$ cat config.mk
export PLATFORM = sky130hd
export DESIGN_NAME = pipelined_alu_core
export DESIGN_NICKNAME = d
export VERILOG_FILES = /design/src/rtl/pipelined_alu_core.sv
export SDC_FILE = /design/constraint.sdc
export NUM_CORES = 1
export LEC_CHECK = 0
export ABC_AREA = 0
export CORE_MARGIN = 5
export CORE_UTILIZATION = 25
export CTS_CLUSTER_DIAMETER = 80
export DETAILED_ROUTE_END_ITERATION = 8
export GPL_TIMING_DRIVEN = 0
export PLACE_DENSITY = 0.48
export SLEW_MARGIN = 20
export SYNTH_ARGS = -nofsm -noshare
export SYNTH_HDL_FRONTEND = slang
export SYNTH_SLANG_ARGS = --single-unit
$ cat constraint.sdc
create_clock -name clk -period 8.2 [get_ports clk]
set_input_delay 2.46 -clock clk [delete_from_list [all_inputs] [get_ports clk]]
set_output_delay 2.46 -clock clk [all_outputs]
set_load 0.005 [all_outputs]
$ cat src/rtl/pipelined_alu_core.sv
`default_nettype none
// ============================================================================
//  Module   : pipelined_alu_core
//  Purpose  : Four-stage pipelined ALU with an internal register file.
//             S1 latches the decoded instruction, S2 resolves operands
//             (forwarding from S3/S4 or the register file), S3 executes,
//             S4 is the output register. The register file is written on
//             the same edge that loads S4. Any result held without
//             result_ready freezes the whole pipe.
//  Ports    : clk          - clock, rising edge
//             reset        - asynchronous, active-low reset
//             instr_valid  - instruction offered
//             instr_ready  - instruction accepted on valid & ready
//             instr        - {opcode[2:0], rd, rs1, rs2}
//             instr_imm    - immediate for LOADI
//             result       - value written to rd
//             result_rd    - destination register of result
//             result_carry - ADD carry / SUB borrow, else 0
//             result_zero  - result == 0
//             result_valid - result fields valid
//             result_ready - consumer accepts result
//  Revision : 1.0 - initial release
// ============================================================================
module pipelined_alu_core #(
    parameter int  DATA_W    = 8,
    parameter int  REG_DEPTH = 8,
    localparam int RA        = $clog2(REG_DEPTH),
    localparam int IW        = 3 + 3 * RA
) (
    input  logic              clk,
    input  logic              reset,
    input  logic              instr_valid,
    output logic              instr_ready,
    input  logic [IW-1:0]     instr,
    input  logic [DATA_W-1:0] instr_imm,
    output logic [DATA_W-1:0] result,
    output logic [RA-1:0]     result_rd,
    output logic              result_carry,
    output logic              result_zero,
    output logic              result_valid,
    input  logic              result_ready
);

    localparam logic [2:0] OP_ADD   = 3'b000;
    localparam logic [2:0] OP_SUB   = 3'b001;
    localparam logic [2:0] OP_AND   = 3'b010;
    localparam logic [2:0] OP_OR    = 3'b011;
    localparam logic [2:0] OP_LOADI = 3'b100;
    localparam logic [2:0] OP_XOR   = 3'b101;
    localparam logic [2:0] OP_MOV   = 3'b110;
    localparam logic [2:0] OP_NOP   = 3'b111;

    // Instruction field extraction
    logic [2:0]    in_op;
    logic [RA-1:0] in_rd;
    logic [RA-1:0] in_rs1;
    logic [RA-1:0] in_rs2;

    assign in_op  = instr[IW-1 -: 3];
    assign in_rd  = instr[3*RA-1 -: RA];
    assign in_rs1 = instr[2*RA-1 -: RA];
    assign in_rs2 = instr[RA-1:0];

    // Pipeline state
    logic              ready_q;

    logic              s1_valid_q;
    logic [2:0]        s1_op_q;
    logic [RA-1:0]     s1_rd_q;
    logic [RA-1:0]     s1_rs1_q;
    logic [RA-1:0]     s1_rs2_q;
    logic [DATA_W-1:0] s1_imm_q;

    logic              s2_valid_q;
    logic [2:0]        s2_op_q;
    logic [RA-1:0]     s2_rd_q;
    logic [RA-1:0]     s2_rs1_q;
    logic [RA-1:0]     s2_rs2_q;
    logic [DATA_W-1:0] s2_imm_q;

    logic              s3_valid_q;
    logic [2:0]        s3_op_q;
    logic [RA-1:0]     s3_rd_q;
    logic [DATA_W-1:0] s3_a_q;
    logic [DATA_W-1:0] s3_b_q;
    logic [DATA_W-1:0] s3_imm_q;

    logic              s4_valid_q;
    logic [DATA_W-1:0] s4_result_q;
    logic [RA-1:0]     s4_rd_q;
    logic              s4_carry_q;
    logic              s4_zero_q;

    logic [DATA_W-1:0] rf_q [REG_DEPTH];

    // Handshake: a held, unconsumed result freezes every stage.
    logic stall;
    logic advance;
    logic accept;

    assign stall       = s4_valid_q && !result_ready;
    assign advance     = !stall;
    assign instr_ready = ready_q && !stall;
    assign accept      = instr_valid && instr_ready;

    // S3 execute
    logic [DATA_W-1:0] alu_res;
    logic              alu_carry;
    logic [DATA_W:0]   add_full;

    assign add_full = {1'b0, s3_a_q} + {1'b0, s3_b_q};

    always_comb begin
        alu_res   = '0;
        alu_carry = 1'b0;
        unique case (s3_op_q)
            OP_ADD: begin
                alu_res   = add_full[DATA_W-1:0];
                alu_carry = add_full[DATA_W];
            end
            OP_SUB: begin
                alu_res   = s3_a_q - s3_b_q;
                alu_carry = (s3_b_q > s3_a_q);
            end
            OP_AND:   alu_res = s3_a_q & s3_b_q;
            OP_OR:    alu_res = s3_a_q | s3_b_q;
            OP_LOADI: alu_res = s3_imm_q;
            OP_XOR:   alu_res = s3_a_q ^ s3_b_q;
            OP_MOV:   alu_res = s3_a_q;
            OP_NOP:   alu_res = '0;
        endcase
    end

    // S2 operand read. Later assignments override earlier ones, giving the
    // priority r0 > S3 ALU > S4 > register file. S4 and the register file
    // hold the same value (written on the same edge) except for r0, which
    // the final override keeps at zero.
    logic [RA-1:0]     src  [2];
    logic [DATA_W-1:0] opnd [2];

    assign src[0] = s2_rs1_q;
    assign src[1] = s2_rs2_q;

    always_comb begin
        for (int k = 0; k < 2; k++) begin
            opnd[k] = rf_q[src[k]];
            if (s4_valid_q && (s4_rd_q == src[k])) begin
                opnd[k] = s4_result_q;
            end
            if (s3_valid_q && (s3_rd_q == src[k])) begin
                opnd[k] = alu_res;
            end
            if (src[k] == '0) begin
                opnd[k] = '0;
            end
        end
    end

    // instr_ready rises on the first edge after reset release.
    always_ff @(posedge clk or negedge reset) begin
        if (!reset) begin
            ready_q <= 1'b0;
        end else begin
            ready_q <= 1'b1;
        end
    end

    always_ff @(posedge clk or negedge reset) begin
        if (!reset) begin
            s1_valid_q  <= 1'b0;
            s1_op_q     <= '0;
            s1_rd_q     <= '0;
            s1_rs1_q    <= '0;
            s1_rs2_q    <= '0;
            s1_imm_q    <= '0;
            s2_valid_q  <= 1'b0;
            s2_op_q     <= '0;
            s2_rd_q     <= '0;
            s2_rs1_q    <= '0;
            s2_rs2_q    <= '0;
            s2_imm_q    <= '0;
            s3_valid_q  <= 1'b0;
            s3_op_q     <= '0;
            s3_rd_q     <= '0;
            s3_a_q      <= '0;
            s3_b_q      <= '0;
            s3_imm_q    <= '0;
            s4_valid_q  <= 1'b0;
            s4_result_q <= '0;
            s4_rd_q     <= '0;
            s4_carry_q  <= 1'b0;
            s4_zero_q   <= 1'b0;
        end else if (advance) begin
            // A NOP is accepted but enters the pipe as a bubble.
            s1_valid_q <= accept && (in_op != OP_NOP);
            if (accept) begin
                s1_op_q  <= in_op;
                s1_rd_q  <= in_rd;
                s1_rs1_q <= in_rs1;
                s1_rs2_q <= in_rs2;
                s1_imm_q <= instr_imm;
            end

            s2_valid_q <= s1_valid_q;
            s2_op_q    <= s1_op_q;
            s2_rd_q    <= s1_rd_q;
            s2_rs1_q   <= s1_rs1_q;
            s2_rs2_q   <= s1_rs2_q;
            s2_imm_q   <= s1_imm_q;

            s3_valid_q <= s2_valid_q;
            s3_op_q    <= s2_op_q;
            s3_rd_q    <= s2_rd_q;
            s3_a_q     <= opnd[0];
            s3_b_q     <= opnd[1];
            s3_imm_q   <= s2_imm_q;

            s4_valid_q  <= s3_valid_q;
            s4_result_q <= alu_res;
            s4_rd_q     <= s3_rd_q;
            s4_carry_q  <= alu_carry;
            s4_zero_q   <= (alu_res == '0);
        end
    end

    // Register file: written as S3 moves into S4; r0 is never written.
    always_ff @(posedge clk or negedge reset) begin
        if (!reset) begin
            for (int i = 0; i < REG_DEPTH; i++) begin
                rf_q[i] <= '0;
            end
        end else if (advance && s3_valid_q && (s3_rd_q != '0)) begin
            rf_q[s3_rd_q] <= alu_res;
        end
    end

    assign result       = s4_result_q;
    assign result_rd    = s4_rd_q;
    assign result_carry = s4_carry_q;
    assign result_zero  = s4_zero_q;
    assign result_valid = s4_valid_q;

endmodule
`default_nettype wire

==> flow_metrics.env <==
export IMPL_status="complete, no violations"
export IMPL_intPower_mw=2.28
export IMPL_path_clk_slew_ns=0.08
export IMPL_via_per_inst=4.63
export IMPL_drt_total_wl_um=23300
export IMPL_seq_power_share_pct=31.1
export IMPL_start_util_pct=25.4
export IMPL_synth_edf_count=0
export IMPL_yosys_warnings=0
export IMPL_combinationalPowerShare_pct=48.6
export IMPL_synth_area_leader_cell="dfrtp_1"
export IMPL_grt_pass1_wl_um=36700
export IMPL_layout_commonest_cell="nand2_1"
export IMPL_syn2layout_area_growth_pct=19.5
export IMPL_cts_tree="built"
export IMPL_rsz0062_at_grt="no"
export IMPL_fin_util_pct=30.4
export IMPL_synth_cell_types=56
export IMPL_cts_made_buffers=17
export IMPL_tns_ns=0
export IMPL_clock_latency_ns=0.43
export IMPL_seq_area_frac_synth_pct=45.8
export IMPL_dieArea_um2=37000
export IMPL_clk_path_buf_depth=2
export IMPL_required_ns=5.74
export IMPL_vdd_ir_drop_max_v=0.000159
export IMPL_htreeDepth=4
export IMPL_postRouteAntennaNets=0
export IMPL_clkPwrFrac_pct=20.3
export IMPL_synthesis_nets=843
export IMPL_maxCapViolCount=0
export IMPL_switching_share_pct=42.6
export IMPL_synth_area_leaders="dfrtp_1, mux2_2, mux4_2"
export IMPL_ios=39
export IMPL_p_switching_mw=1.69
export IMPL_grt_max_degree=84
export IMPL_grt_ovfl_total=0
export IMPL_core_rowCount=66
export IMPL_synthCells=793
export IMPL_drc=0
export IMPL_core_area_um2=32700
export IMPL_fin_nets=903
export IMPL_ys_flop_type="dfrtp_1"
export IMPL_placement_io_buffers=38
export IMPL_gp_congestion=0.892
export IMPL_async_flop_share_pct=100
export IMPL_grt_usage_pct=13.0
export IMPL_post_cts_resized=0
export IMPL_grt_pass1_vias=6175
export IMPL_synth_avg_cell_area_um2=10.5
export IMPL_drt_iter0_markers=350
export IMPL_die_w_um=192
export IMPL_finalCriticalPeriod_ns=6.68
export IMPL_max_freq_ghz=0.150
export IMPL_hold_viol=0
export IMPL_fp_dieH_um=192
export IMPL_final_cell_mix="nand2_1, dfrtp_1, mux2_2, clkbuf_1, a21oi_1"
export IMPL_leakagePower_nw=4.39
export IMPL_drive_above_1_share_pct=17.8
export IMPL_cp_arrival_ns=4.22
export IMPL_diodes=0
export IMPL_dr_pass1_iters=4
export IMPL_clock_sinks=152
export IMPL_synth_seq_cells=152
export IMPL_cts_root_buf="clkbuf_16"
export IMPL_syn_area_um2=8310
export IMPL_p_per_area_nw_per_um2=399
export IMPL_slew_viol_final=0
export IMPL_slew_headroom_pct=34.1
export IMPL_start_kind="input port"
export IMPL_setup_violations_final=0
export IMPL_wl_per_cell_um=17.9
export IMPL_antenna_found_initial=0
export IMPL_num_vias=6053
export IMPL_min_path_type="register to register"
export IMPL_post_dp_hpwl_um=16800
export IMPL_worstMarginPinSlew_ns=0.989
export IMPL_crit_path_end_kind="output port"
export IMPL_crit_fanout=9
export IMPL_criticalPathCategory="input port to output port"
export IMPL_cts_setup_buffers=0
export IMPL_finalCritPeriodShare_pct=81.4
export IMPL_hold_buffers=0
export IMPL_finClkSkew_ns=0.0182
export IMPL_synth_top_area_share_pct=45.8
worst max-delay path, stage by stage:
cell and delay, ns:
clkdlybuf4s50_1 0.47, nand2b_1 0.10, clkbuf_1 0.45, and2_1 0.23
clkdlybuf4s50_1 0.50
final timing paths:
| check | from | endpoint | slack (ns) | cells past startpoint |
|---|---|---|---|---|
| hold / removal | s1_op_q[2] | s2_op_q[2] | 0.46 | 2 |
| setup / recovery | result_ready | instr_ready | 1.52 | 5 |
| max in group asynchronous | reset | s3_rd_q[1] | 5.42 | 2 |
| hold reg to reg | s1_op_q[2] | s2_op_q[2] | 0.46 | 2 |
| setup reg to reg | s3_a_q[5] | s3_a_q[6] | 5.03 | 11 |
| min in group asynchronous | reset | rf_q[52] | 2.00 | 1 |
per-layer routing:
layer | routed length, um | vias to the layer above | share of wire (%) | track usage (%)
li1 | - | 2881 | - | -
met1 | 11000 | 3050 | 47 | 17.7
met2 | 11400 | 109 | 49 | 21.9
met4 | 263 | 0 | 1.1 | 3.13
met3 | 720 | 13 | 3.1 | 2.19
met5 | 0 | - | 0 | 0
through the flow:
stage / setup WS, ns / hold WS, ns / std cells / total power [mW] / cell area [um^2]
6_report: 1.52 / 0.463 / 1308 / 3.97 / 9930
4_1_cts: 1.48 / 0.471 / 1308 / 4.00 / 9930
2_1_floorplan: 2.79 / 0.430 / 793 / 2.53 / 8310
3_3_place_gp: -1.91 / 0.453 / 1273 / 3.15 / 9250
5_1_grt: 1.43 / 0.488 / 1308 / 4.25 / 9930
3_5_place_dp: 1.46 / 0.455 / 1276 / 3.18 / 9330
final cells by class:
type	count	area, um^2
timing repair buffer	41	435
inverter	29	109
fill	3437	22800
clock inverter	15	175
sequential	152	3800
buffer	66	270
multi-input combinational	546	4160
clock buffer	17	425
tap	442	553
power groups by stage:
stage	clock, mW	combinational, mW	sequential (mW)
2_1_floorplan	0	1.35	1.18
3_3_place_gp	0	1.91	1.24
6_report	0.804	1.93	1.23
4_1_cts	0.827	1.94	1.23
5_1_grt	0.858	2.12	1.27
3_5_place_dp	0	1.93	1.25
registers in the layout, summed over array words and instances (netlist names), 8 cells and up:
signal	count
s1_imm_q	8
rf_q	64
s2_imm_q	8
s3_b_q	8
s3_a_q	8
s3_imm_q	8
result	8
cells in the mapped netlist, drive strengths merged (5+ instances only):
cell type,count
mux4,32
xnor2,16
nand2b,5
inv,29
mux2i,32
ha,24
nand3,7
nor3,6
mux2,68
nand2,155
buf,11
nor2,40
nor4,5
o22ai,15
a21oi,43
dfrtp,152
clkbuf,55
nor2b,8
nand4,5
o21ai,31
logic make-up after synthesis:
kind of cell               share of synthesized area [%]
DFF                                                 45.8
and+or+nand+nor                                     12.8
buffers and inverters                               4.56
AOI/OAI and AO/OA                                   9.20
xor gates and xnor gates                            1.79
muxes                                               21.7
adders and majority gates                           4.09
other                                             0.0451
(Power assumes the default switching activity.)
